`src/rtl/fib_checker_sat_counter.sv`:
```
// Saturating up-counter with synchronous clear; holds at all-ones instead of
// wrapping so a long-running monitor never reports a misleadingly small count.
module sat_counter #(
  parameter int W = 16
) (
  input  logic         clock,
  input  logic         reset,
  input  logic         clear_i,
  input  logic         inc_i,
  output logic [W-1:0] count_o
);

  logic [W-1:0] count_q;
  logic [W-1:0] count_d;

  function automatic logic [W-1:0] sat_inc(input logic [W-1:0] v);
    if (v == {W{1'b1}}) return v;
    return v + W'(1);
  endfunction

  // Next count: clear wins over increment.
  always_comb begin
    count_d = count_q;
    if (clear_i)    count_d = '0;
    else if (inc_i) count_d = sat_inc(count_q);
  end

  // Count register.
  always_ff @(posedge clock) begin
    if (reset) count_q <= '0;
    else       count_q <= count_d;
  end

  assign count_o = count_q;

endmodule

```
`config.mk`:
```
export PLATFORM = sky130hd
export DESIGN_NAME = sat_counter
export DESIGN_NICKNAME = d
export VERILOG_FILES = /design/src/rtl/fib_checker_sat_counter.sv
export SDC_FILE = /design/constraint.sdc
export NUM_CORES = 1
export LEC_CHECK = 0
export CAP_MARGIN = 25
export CORE_UTILIZATION = 47
export DETAILED_ROUTE_END_ITERATION = 6
export PLACE_DENSITY = 0.82
export SETUP_SLACK_MARGIN = 0.15
export SYNTH_ARGS = -nofsm -noshare
export SYNTH_HDL_FRONTEND = slang
export SYNTH_SLANG_ARGS = --single-unit
```
`constraint.sdc`:
```
create_clock -name clock -period 2.1 [get_ports clock]
set_clock_uncertainty 0.05 [all_clocks]
set_input_delay 0.21 -clock clock [delete_from_list [all_inputs] [get_ports clock]]
set_output_delay 0.21 -clock clock [all_outputs]
set_load 0.1 [all_outputs]
```
Word-level counts from Yosys, hierarchy flattened
Index checks and enable logic that the tools add are counted.
Widths: inputs -> output; s select.
{"block": "op_classes", "eq_ne": 2, "muxes": 4, "n_reduce_logical": 2, "add_sub_neg": 1}
{"cell": "$add 16x1->16 const B", "n": 1}
{"cell": "$eq 16x16->1 const B", "n": 1}
{"cell": "$mux 16", "n": 1}
{"cell": "$mux 1", "n": 3}
{"cell": "$ne 2x2->1 const B", "n": 1}
{"cell": "$reduce_and 2->1", "n": 1}
{"cell": "$reduce_or 2->1", "n": 1}
{"block": "totals", "inputBits": 4, "reg_bits": 16, "output_inout_bits": 16, "word_cells": 10}

Depth between registers and ports, before layout
Gate-level depths: netlist (run 1).
{"block": "logic_depth", "ltp_word": 6, "mapped_depth": 6, "mapped_depth_nobuf": 5}

Worst setup path after synthesis (run 1)
OpenSTA, ideal clock, no wires.
{"block": "synth_timing", "path_kind": "reg2reg", "start": "register count_q[0] (netlist: count_o[0])", "end": "register count_q[14] (netlist: count_o[14])", "synth_period_minus_slack_ns": 2.395, "setup_time_ns": 0.070, "path_slack_ns": -0.295, "arrival_time_ns": 2.275, "stages_incl_launch_ff": 6, "required_ns": 1.980, "n_path_buf": 0, "path_cell_list": "dfxtp_1 > ha_1 > and4_4 > o211ai_4 > or4_1 > a21oi_1"}
{"block": "synth_via", "elab_chain_len": 6, "word_cells_on_any_way": 8, "cone_classes": "add/sub: 1; eq/ne: 2; mux: 4; reduce/logical: 1"}
{"item": "start: declaration", "line_no": "13", "text": "logic [W-1:0] count_q;"}
{"item": "start signal: assignment", "line_no": "31", "text": "else count_q <= count_d;"}
{"item": "$eq 16x16->1", "line_no": "17", "text": "if (v == {W{1'b1}}) return v;"}
{"item": "$mux 1", "line_no": "17"}
{"item": "$mux 1", "line_no": "25", "text": "else if (inc_i) count_d = sat_inc(count_q);"}
{"item": "$mux 1", "line_no": "24", "text": "if (clear_i) count_d = '0;"}
{"item": "$ne 2x2->1 (no line)"}
{"item": "$reduce_and 2->1 (no line)"}
Several ways; a longest one is shown, not always the timed one. The select of a mux whose other input is x is not followed.
A chain may end at the register's enable or synchronous reset.

Worst setup path in the final report (run 1)
Ends and elaborated chain as after synthesis.

==> flow_summary.json, run 1 <==
{
  "core_um2": 1580,
  "start_util_pct": 53.1,
  "final_common_cell": "buf_4",
  "min_path_type": "flop to flop",
  "die_area_um2": 1950,
  "yosysTopAreaCell": "dfxtp_1",
  "critPathKind": "flop to flop",
  "p_int_uw": 421,
  "place_hpwl_mm": 1.38,
  "wl_mm": 2.04,
  "critPathMaxFanout": 5,
  "crit_path_start_kind": "flop",
  "final.period_utilization_pct": 86.6,
  "synth.area.top_cells": "dfxtp_1 38%, a21oi_1 6.0%, or3_1 3.7%",
  "drtPass1Iterations": 6,
  "status": "finished with violations",
  "place_congestion": 0.792,
  "seq_area_frac_synth_pct": 38.3,
  "postSynthAreaPerCell_um2": 8.81,
  "cts.path.max_buffers": 2,
  "worstPathArrival_ps": 1980,
  "grt_pass1_vias": 789,
  "worstMarginPinSlew_ps": 640,
  "cts_resized": 0,
  "grt.total_usage_pct": 23.8,
  "clockPowerShare_pct": 38.1,
  "row_count": 14,
  "drtAntennaViolNets": 0,
  "synth_top_area_share_pct": 38.3,
  "finalNetCount": 121,
  "syn-cell-area_um2": 837,
  "layout_common_cells": "17 x buf_4, 16 x dfxtp_2, 10 x a21oi_1",
  "r2r_setup_slack_ps": 280,
  "slew_violations": 0,
  "powerDensity_nw_per_um2": 521,
  "failed_checks": "design-rule violations",
  "drc": 1,
  "clk_pin_slew_ps": 100,
  "p_seq_share_pct": 56.4,
  "hold_viol": 0,
  "ys_types": 32,
  "crit_required_ps": 2260,
  "worst_skew_pair.late_latency_ps": 290,
  "worst_hold_slack_ps": 435,
  "end_kind": "flop",
  "areaGrowthSynthToFinish_pct": 24.2,
  "drv_cap": 0,
  "cts_sinks": 16,
  "critPathSlowestCell": "or4_1",
  "grt_max_degree": 15,
  "antenna_found_initial": 0,
  "power.switching_uw": 122,
  "clock.fmax_mhz": 550,
  "drtIter0Drc": 18,
  "cts_tree": "yes",
  "synth_warnings": 0,
  "synth_edf_count": 0,
  "die_height_um": 44.2,
  "hold_buffers": 0,
  "ir_worst_vdd_uv": 308,
  "cts_setup_buffers": 0,
  "largest_reg_flops": 16,
  "comb_power_share_pct": 5.5,
  "path_cells": "ha_1, and4_4, o211ai_4, or4_1, a21oi_1",
  "drive_gt1_share_pct": 37.4,
  "rsz0062_at_grt": "false",
  "wl_per_cell_um": 15.6,
  "finalSetupTns_ps": 0,
  "cp_slowest_stage_delay_ps": 480,
  "ys.flop_type": "dfxtp_1",
  "antenna-diode-count": 0,
  "cts_buffers": 3,
  "vias": 816,
  "multi_input_area_um2": 478,
  "die_x_um": 44.2,
  "port_buffers": 19,
  "grt_pass1_wl_mm": 3.43,
  "p_leak_uw": 0.000418,
  "synthArstFlopShare_pct": 0,
  "fin_crit_ps": 1820,
  "pin_count": 20,
  "htree_levels": 1,
  "regArea_um2": 340,
  "viasPerCell": 6.23,
  "synth_cells": 95,
  "nFillCells": 136,
  "grt_overflow": 0,
  "setup_viol": 0,
  "synth_fp_nets": 100,
  "slew_headroom_pct": 57.0,
  "cts_root_buf": "clkbuf_4",
  "swShare_pct": 22.4,
  "synth-seq-cells": 16
}
final timing paths:
| path | startpoint | endpoint | cells after the start |
|---|---|---|---|
| hold / removal | count_o[6] | count_o[6] | 1 |
| setup reg to reg | count_o[0] | count_o[14] | 5 |
| hold reg to reg | count_o[6] | count_o[6] | 1 |
| setup / recovery | count_o[0] | count_o[14] | 5 |
synth_stat cells, types with 2 or more instances:
library cell   n
a21oi_1       10
a31oi_1        2
and3_1         2
and4_1         2
buf_4          3
dfxtp_1       16
inv_1          2
nand2_1        5
nand3_1        6
nand4_1        4
nand4_2        2
nor2_1         6
o21ai_0        4
o21ai_1        5
o31ai_1        3
or3_1          5
or4_1          3
metrics by stage:
step                      setup slack (ps)  area (um^2)  instances  util (%)  power [uW]
after global placement                 236         1000        127      63.7         341
after CTS                              291         1040        131      66.0         546
final                                  281         1040        131      66.0         542
after detailed placement               161         1000        127      63.7         342
after global routing                   166         1040        131      66.0         566
after floorplan                       56.8          857         95         -         329
critical path: cells and delay by family, from the launching register on:
family	cells	cell delay [ps]
flops	1	380
compound gates	2	280
fa+ha+maj	1	260
simple gates	2	770
cell type report:
class	instances	share of cell area, %
tap	16	1.93
inverter	2	0.722
clock buffer	4	3.49
multi-input combinational	73	46.0
sequential	16	32.7
timing repair buffer	20	15.2
logic make-up after synthesis:
| family | synth area share, % |
|---|---|
| AND/OR/NAND/NOR | 32.4 |
| adder cells (fa/ha/maj) | 1.49 |
| buffers and inverters | 4.63 |
| flip-flops | 38.3 |
| XOR/XNOR | 1.05 |
| AO/OA/AOI/OAI | 22.1 |
metal layers:
| metal | GRT usage, % | routed length (um) |
|---|---|---|
| met5 | 0 | 0 |
| met4 | 13.3 | 24 |
| met3 | 3.67 | 56 |
| met2 | 40.6 | 1040 |
| met1 | 28.4 | 916 |
power groups by stage:
| stage | combinational, uW | sequential [uW] | clock (uW) |
|---|---|---|---|
| after global routing | 31.0 | 306 | 229 |
| after detailed placement | 28.9 | 313 | 0 |
| after floorplan | 8.29 | 321 | 0 |
| final | 29.7 | 306 | 207 |
| after global placement | 28.4 | 313 | 0 |
| after CTS | 29.5 | 306 | 210 |
No activity file was read; power rests on OpenSTA's default activity.
==> run 2: changes to the inputs <==
--- a/config.mk
+++ b/config.mk
@@ -9,7 +9,7 @@
 export CORE_UTILIZATION = 47
 export DETAILED_ROUTE_END_ITERATION = 6
 export PLACE_DENSITY = 0.82
-export SETUP_SLACK_MARGIN = 0.15
+export SETUP_SLACK_MARGIN = 0.3
 export SYNTH_ARGS = -nofsm -noshare
 export SYNTH_HDL_FRONTEND = slang
 export SYNTH_SLANG_ARGS = --single-unit
==> run 2 against run 1 <==
  * The flow now finishes without violations
  * Power is 11% lower
  * Global-route usage decreased by 1.4 points
  * Via count grew 3.8%
  * Maximum frequency up 9.3%
  * Routed wire length fell by 6.0%
  * Clock power is 20% lower
  * Hold slack lost 9.5 ps
  * First-iteration DRC count decreased by 5.6%
  * Register-to-register slack improved by 160 ps
  * Critical path depth did not move
  * Setup slack better by 160 ps
  * Critical path type unchanged
==> flow_summary.json, run 2 (same netlist as run 1, synthesis figures left out) <==
{
  "status": "complete, no violations",
  "hold_viol": 0,
  "rsz0062_at_grt": "false",
  "p_seq_share_pct": 59.5,
  "comb_power_share_pct": 6.1,
  "final_util_pct": 69.6,
  "powerDensity_nw_per_um2": 438,
  "p_leak_uw": 0.000425,
  "cp_slowest_stage_delay_ps": 480,
  "end_kind": "flop",
  "drtPass1Iterations": 7,
  "layout_common_cells": "19 x buf_4, 16 x dfxtp_4, 10 x a21oi_1",
  "cts_buffers": 3,
  "grt.total_usage_pct": 22.5,
  "die_area_um2": 1950,
  "slew_headroom_pct": 78.0,
  "grt_pass1_wl_mm": 3.27,
  "drc": 0,
  "start_util_pct": 53.1,
  "place_congestion": 0.797,
  "slew_violations": 0,
  "worstMarginPinSlew_ps": 329,
  "crit_path_start_kind": "flop",
  "swShare_pct": 24.2,
  "vias": 847,
  "final.period_utilization_pct": 79.3,
  "finalSetupTns_ps": 0,
  "clockPowerShare_pct": 34.4,
  "timing.rr.start": "count_o[0]",
  "drive_gt1_share_pct": 38.5,
  "min_path_type": "flop to flop",
  "htree_levels": 1,
  "path_cells": "ha_4, and4_4, o211ai_4, or4_1, a21oi_1",
  "fin_crit_ps": 1660,
  "cts.path.max_buffers": 2,
  "row_count": 14,
  "drtAntennaViolNets": 0,
  "die_x_um": 44.2,
  "largest_reg_flops": 16,
  "wl_per_cell_um": 14.4,
  "areaGrowthSynthToFinish_pct": 31.1,
  "hold_depth": 1,
  "antenna-diode-count": 0,
  "wl_mm": 1.92,
  "crit_required_ps": 2270,
  "cts_root_buf": "clkbuf_4",
  "grt_pass1_vias": 758,
  "drv_cap": 0,
  "hold_buffers": 0,
  "place_area_um2": 1060,
  "antenna_found_initial": 0,
  "worst_skew_pair.late_latency_ps": 290,
  "power.switching_uw": 117,
  "whs_endpoint": "count_o[6]",
  "cts_sinks": 16,
  "critPathSlowestCell": "or4_1",
  "critPathMaxFanout": 5,
  "cts_tree": "yes",
  "r2r_end": "count_o[14]",
  "port_buffers": 19,
  "power.total_uw": 481,
  "hold_start": "count_o[6]",
  "worstPathArrival_ps": 1830,
  "viasPerCell": 6.37,
  "drtIter0Drc": 17,
  "post-route-cell-area_um2": 1100,
  "clock.fmax_mhz": 601,
  "p_int_uw": 364,
  "r2r_cells": 5,
  "grt_overflow": 0,
  "finalNetCount": 123,
  "die_height_um": 44.2,
  "place_hpwl_mm": 1.38,
  "clk_pin_slew_ps": 90,
  "setup_viol": 0,
  "r2r_setup_slack_ps": 440,
  "critPathKind": "flop to flop",
  "grt_max_degree": 15,
  "nFillCells": 136,
  "pin_count": 20,
  "ir_worst_vdd_uv": 307,
  "worst_hold_slack_ps": 426,
  "final_common_cell": "buf_4",
  "core_um2": 1580
}
==> run 2: cell types whose count changed in the layout (fill, tap and decap cells not counted) <==
cell      previous run  this run
buf_4               17        19
clkbuf_8             1         0
clkinv_1             0         1
dfxtp_2             16         0
dfxtp_4              0        16
ha_1                 1         0
ha_4                 0         1
==> run 2: power by group through the flow <==
stage          logic [uW]  registers [uW]  clock network [uW]
2_1_floorplan        8.54             302                   0
3_3_place_gp         28.8             294                   0
3_5_place_dp         29.1             294                   0
4_1_cts              29.2             286                 173
5_1_grt              31.2             287                 189
6_report             29.1             286                 166
==> run 2: area by class of cell <==
class                      count  area (um^2)  area share (%)
multi-input combinational     73          490            44.7
sequential                    16          380            34.7
timing repair buffer          22          173            15.7
clock buffer                   3         22.5            2.05
tap                           16         20.0            1.82
inverter                       2         7.51           0.684
clock inverter                 1         3.75           0.342
==> run 2: timing repair <==
action | CTS | global route
gates resized for setup | 0 | 0
setup endpoints to repair | 0 | 7
setup buffers | 0 | 2
==> run 2: metrics by stage <==
stage / worst slack [ps] / cells
floorplan: 303 / 95
global placement: 234 / 127
detailed placement: 175 / 127
CTS: 396 / 131
global route: 312 / 133
finish: 436 / 133
==> run 2: worst max-delay path by stage <==
stage          slack, ps           to         from
2_1_floorplan        300  count_o[14]   count_o[0]
3_3_place_gp         230   count_o[7]        inc_i
3_5_place_dp         170   count_o[7]        inc_i
4_1_cts              400   count_o[5]  count_o[11]
5_1_grt              310  count_o[14]   count_o[0]
6_report             440  count_o[14]   count_o[0]
==> run 2: critical path, delay by kind of cell, from the launching register on <==
family	cells	cell delay [ps]
fa+ha+maj	1	150
flops	1	390
compound gates	2	250
simple gates	2	750
==> run 2: routing by layer <==
layer / GRT usage [%] / share of wire, % / vias to the layer above
li1: - / - / 415
met1: 29.2 / 45 / 403
met2: 35.0 / 49 / 25
met3: 6.12 / 5.0 / 4
met4: 9.70 / 1.3 / 0
met5: 0 / 0 / -
==> run 3: changes to the inputs <==
==> constraint.sdc (replaced) <==
create_clock -name clock -period 1.65 [get_ports clock]
set_clock_uncertainty 0.05 [all_clocks]
set_input_delay 0.165 -clock clock [delete_from_list [all_inputs] [get_ports clock]]
set_output_delay 0.165 -clock clock [all_outputs]
set_load 0.1 [all_outputs]
==> run 3 against run 2 <==
  * The flow now stops in global routing (5_1_grt)
  * Synthesized cell count is the same
  * Synthesized area is the same
==> flow_summary.json, run 3 <==
{
  "status": "stopped before the end",
  "haltStage": "global routing (5_1_grt)",
  "stop_error": "[ERROR DPL-0038] Utilization greater than 100%, impossible to legalize",
  "syn-cell-area_um2": 837,
  "synth_fp_nets": 100,
  "synthTopCellsByCount": "16 x dfxtp_1, 10 x a21oi_1, 6 x nand3_1, 6 x nor2_1",
  "cts_buffers": 3,
  "worstEpCategory": "register data pin",
  "die_x_um": 44.2,
  "synth_warnings": 0,
  "ys_types": 32,
  "grt-worst-endpoint": "count_o[11]$_SDFFE_PP0P_/D",
  "postSynthAreaPerCell_um2": 8.81,
  "synth.area.top_cells": "dfxtp_1 38%, a21oi_1 6.0%, or3_1 3.7%",
  "ys.flop_type": "dfxtp_1",
  "place_congestion": 0.732,
  "cts.path.max_buffers": 2,
  "synth-seq-cells": 16,
  "start_util_pct": 53.1,
  "row_count": 14,
  "hold_buffers": 0,
  "grt_max_degree": 12,
  "place_hpwl_mm": 1.93,
  "synth_top_area_share_pct": 38.3,
  "htree_levels": 1,
  "die_height_um": 44.2,
  "cts_root_buf": "clkbuf_4",
  "synth_cells": 95,
  "seq_area_frac_synth_pct": 38.3,
  "synth_most_common_cell": "dfxtp_1",
  "cts_sinks": 16,
  "synth_edf_count": 0,
  "pin_count": 20,
  "port_buffers": 19,
  "synthArstFlopShare_pct": 0,
  "yosysTopAreaCell": "dfxtp_1"
}
## run 3: what timing repair did
item	in CTS
gates cloned	0
pin swaps	7
gates resized for setup	11
buffers inserted	18
setup endpoints to repair	15
## run 3: logic make-up after synthesis
kind of cell / synth area share (%)
xor+xnor: 1.05
simple gates: 32.4
fa+ha+maj: 1.49
flops: 38.3
buf+inv: 4.63
compound gates: 22.1
## run 3: per-stage QoR
stage | setup slack [ps] | std cells | hold slack [ps] | cell area [um^2]
4_1_cts | 80.2 | 157 | 452 | 1530
2_1_floorplan | -120 | 95 | 264 | 940
3_3_place_gp | -104 | 136 | 421 | 1350
3_5_place_dp | -265 | 136 | 442 | 1350
==> run 4: changes to the inputs <==
--- a/config.mk
+++ b/config.mk
@@ -6,10 +6,10 @@
 export NUM_CORES = 1
 export LEC_CHECK = 0
 export CAP_MARGIN = 25
-export CORE_UTILIZATION = 47
+export CORE_AREA = 2 2 63 65
 export DETAILED_ROUTE_END_ITERATION = 6
-export PLACE_DENSITY = 0.82
-export SETUP_SLACK_MARGIN = 0.3
+export DIE_AREA = 0 0 65 67
+export PLACE_DENSITY_LB_ADDON = 0.15
 export SYNTH_ARGS = -nofsm -noshare
 export SYNTH_HDL_FRONTEND = slang
 export SYNTH_SLANG_ARGS = --single-unit
==> run 4 against run 3 <==
  * The run now ends clean
==> flow_summary.json, run 4 (same netlist as run 1, synthesis figures left out) <==
{
  "powerDensity_nw_per_um2": 483,
  "hold_start": "inc_i",
  "core_um2": 3610,
  "drive_gt1_share_pct": 47.6,
  "wl_mm": 2.24,
  "final_util_pct": 40.6,
  "viasPerCell": 4.87,
  "die_height_um": 67,
  "hold_buffers": 0,
  "die_area_um2": 4360,
  "post-route-cell-area_um2": 1460,
  "antenna-diode-count": 0,
  "worst_skew_pair.late_latency_ps": 250,
  "htree_levels": 1,
  "place_congestion": 0.801,
  "place_hpwl_mm": 1.72,
  "clk_pin_slew_ps": 60,
  "cts_root_buf": "clkbuf_8",
  "slew_violations": 0,
  "end_kind": "flop",
  "cts_buffers": 3,
  "r2r_cells": 6,
  "nFillCells": 360,
  "p_leak_uw": 0.000549,
  "row_count": 22,
  "worst_hold_slack_ps": 251,
  "setup_viol": 0,
  "layout_common_cells": "16 x dfxtp_4, 16 x buf_12, 13 x buf_4",
  "multi_input_area_um2": 523,
  "wl_per_cell_um": 12.9,
  "clock.fmax_mhz": 637,
  "areaGrowthSynthToFinish_pct": 74.7,
  "timing.rr.start": "count_o[1]",
  "critPathMaxFanout": 5,
  "cts_sinks": 16,
  "die_x_um": 65,
  "drtPass1Iterations": 4,
  "pin_count": 20,
  "drtAntennaViolNets": 0,
  "largest_reg_flops": 16,
  "finalNetCount": 133,
  "grt_pass1_vias": 808,
  "min_path_type": "primary input to flop",
  "final.period_utilization_pct": 95.2,
  "port_buffers": 19,
  "hold_depth": 3,
  "critPathKind": "flop to flop",
  "slew_headroom_pct": 77.2,
  "crit_path_start_kind": "flop",
  "r2r_end": "count_o[10]",
  "crit_required_ps": 1780,
  "worstMarginPinSlew_ps": 341,
  "fin_crit_ps": 1570,
  "dp.cells": 169,
  "stdcell_count": 174,
  "grt.total_usage_pct": 11.4,
  "r2r_setup_slack_ps": 80,
  "status": "complete, no violations",
  "drtIter0Drc": 19,
  "start_util_pct": 23.2,
  "vias": 847,
  "drv_cap": 0,
  "place_area_um2": 1390,
  "worstPathArrival_ps": 1700,
  "whs_endpoint": "count_o[1]",
  "grt_pass1_wl_mm": 3.84,
  "regArea_um2": 380,
  "grt_max_degree": 12,
  "rsz0062_at_grt": "false",
  "cts_tree": "yes",
  "grt_overflow": 0,
  "antenna_found_initial": 0,
  "finalSetupTns_ps": 0,
  "ir_worst_vdd_uv": 213,
  "cts.path.max_buffers": 2,
  "drc": 0,
  "hold_viol": 0
}
[run 4: cell type report]
| type | count | area share [%] |
|---|---|---|
| timing repair buffer | 32 | 30.8 |
| sequential | 16 | 26.0 |
| clock buffer | 3 | 2.82 |
| tap | 48 | 4.11 |
| inverter | 2 | 0.513 |
| multi-input combinational | 73 | 35.8 |
[run 4: power breakdown]
part / internal (uW) / leakage [uW] / switching (uW)
Clock: 162 / 0.0000216 / 137
Sequential: 362 / 0.000142 / 2.32
Combinational: 17.7 / 0.000386 / 25.0
Total: 542 / 0.000549 / 164
[run 4: worst max path at each step]
stage | start | end | slack, ps | cells past startpoint
floorplan | count_o[1] | count_o[14] | -120 | 5
global placement | inc_i | count_o[13] | -200 | 5
detailed placement | inc_i | count_o[13] | -260 | 5
CTS | inc_i | count_o[13] | 5 | 5
global route | count_o[0] | count_o[10] | 3 | 6
finish | count_o[1] | count_o[10] | 80 | 6
[run 4: worst max-delay path, cell delays in order (launching register included)]
cell	delay [ps]
dfxtp_4	370
ha_4	160
and4_4	250
o211ai_4	70
buf_4	150
or3_1	300
a21oi_1	140
[run 4: routing by layer]
metal | part of all wire, % | GRT usage (%)
met5 | 0 | 0
met4 | 1.7 | 4.79
met3 | 3.7 | 2.36
met2 | 47 | 17.9
met1 | 47 | 15.1
[run 4: what timing repair did]
action | 4_1_cts | 5_1_grt
endpoints found under the hold margin | 0 | 0
buffers inserted | 0 | 2
setup endpoints to repair | 0 | 7
gates resized for setup | 0 | 6
[run 4: through the flow]
| stage | power [uW] | setup slack, ps |
|---|---|---|
| 2_1_floorplan | 395 | -120 |
| 3_3_place_gp | 414 | -198 |
| 3_5_place_dp | 415 | -258 |
| 4_1_cts | 717 | 4.94 |
| 5_1_grt | 735 | 2.99 |
| 6_report | 706 | 80.0 |
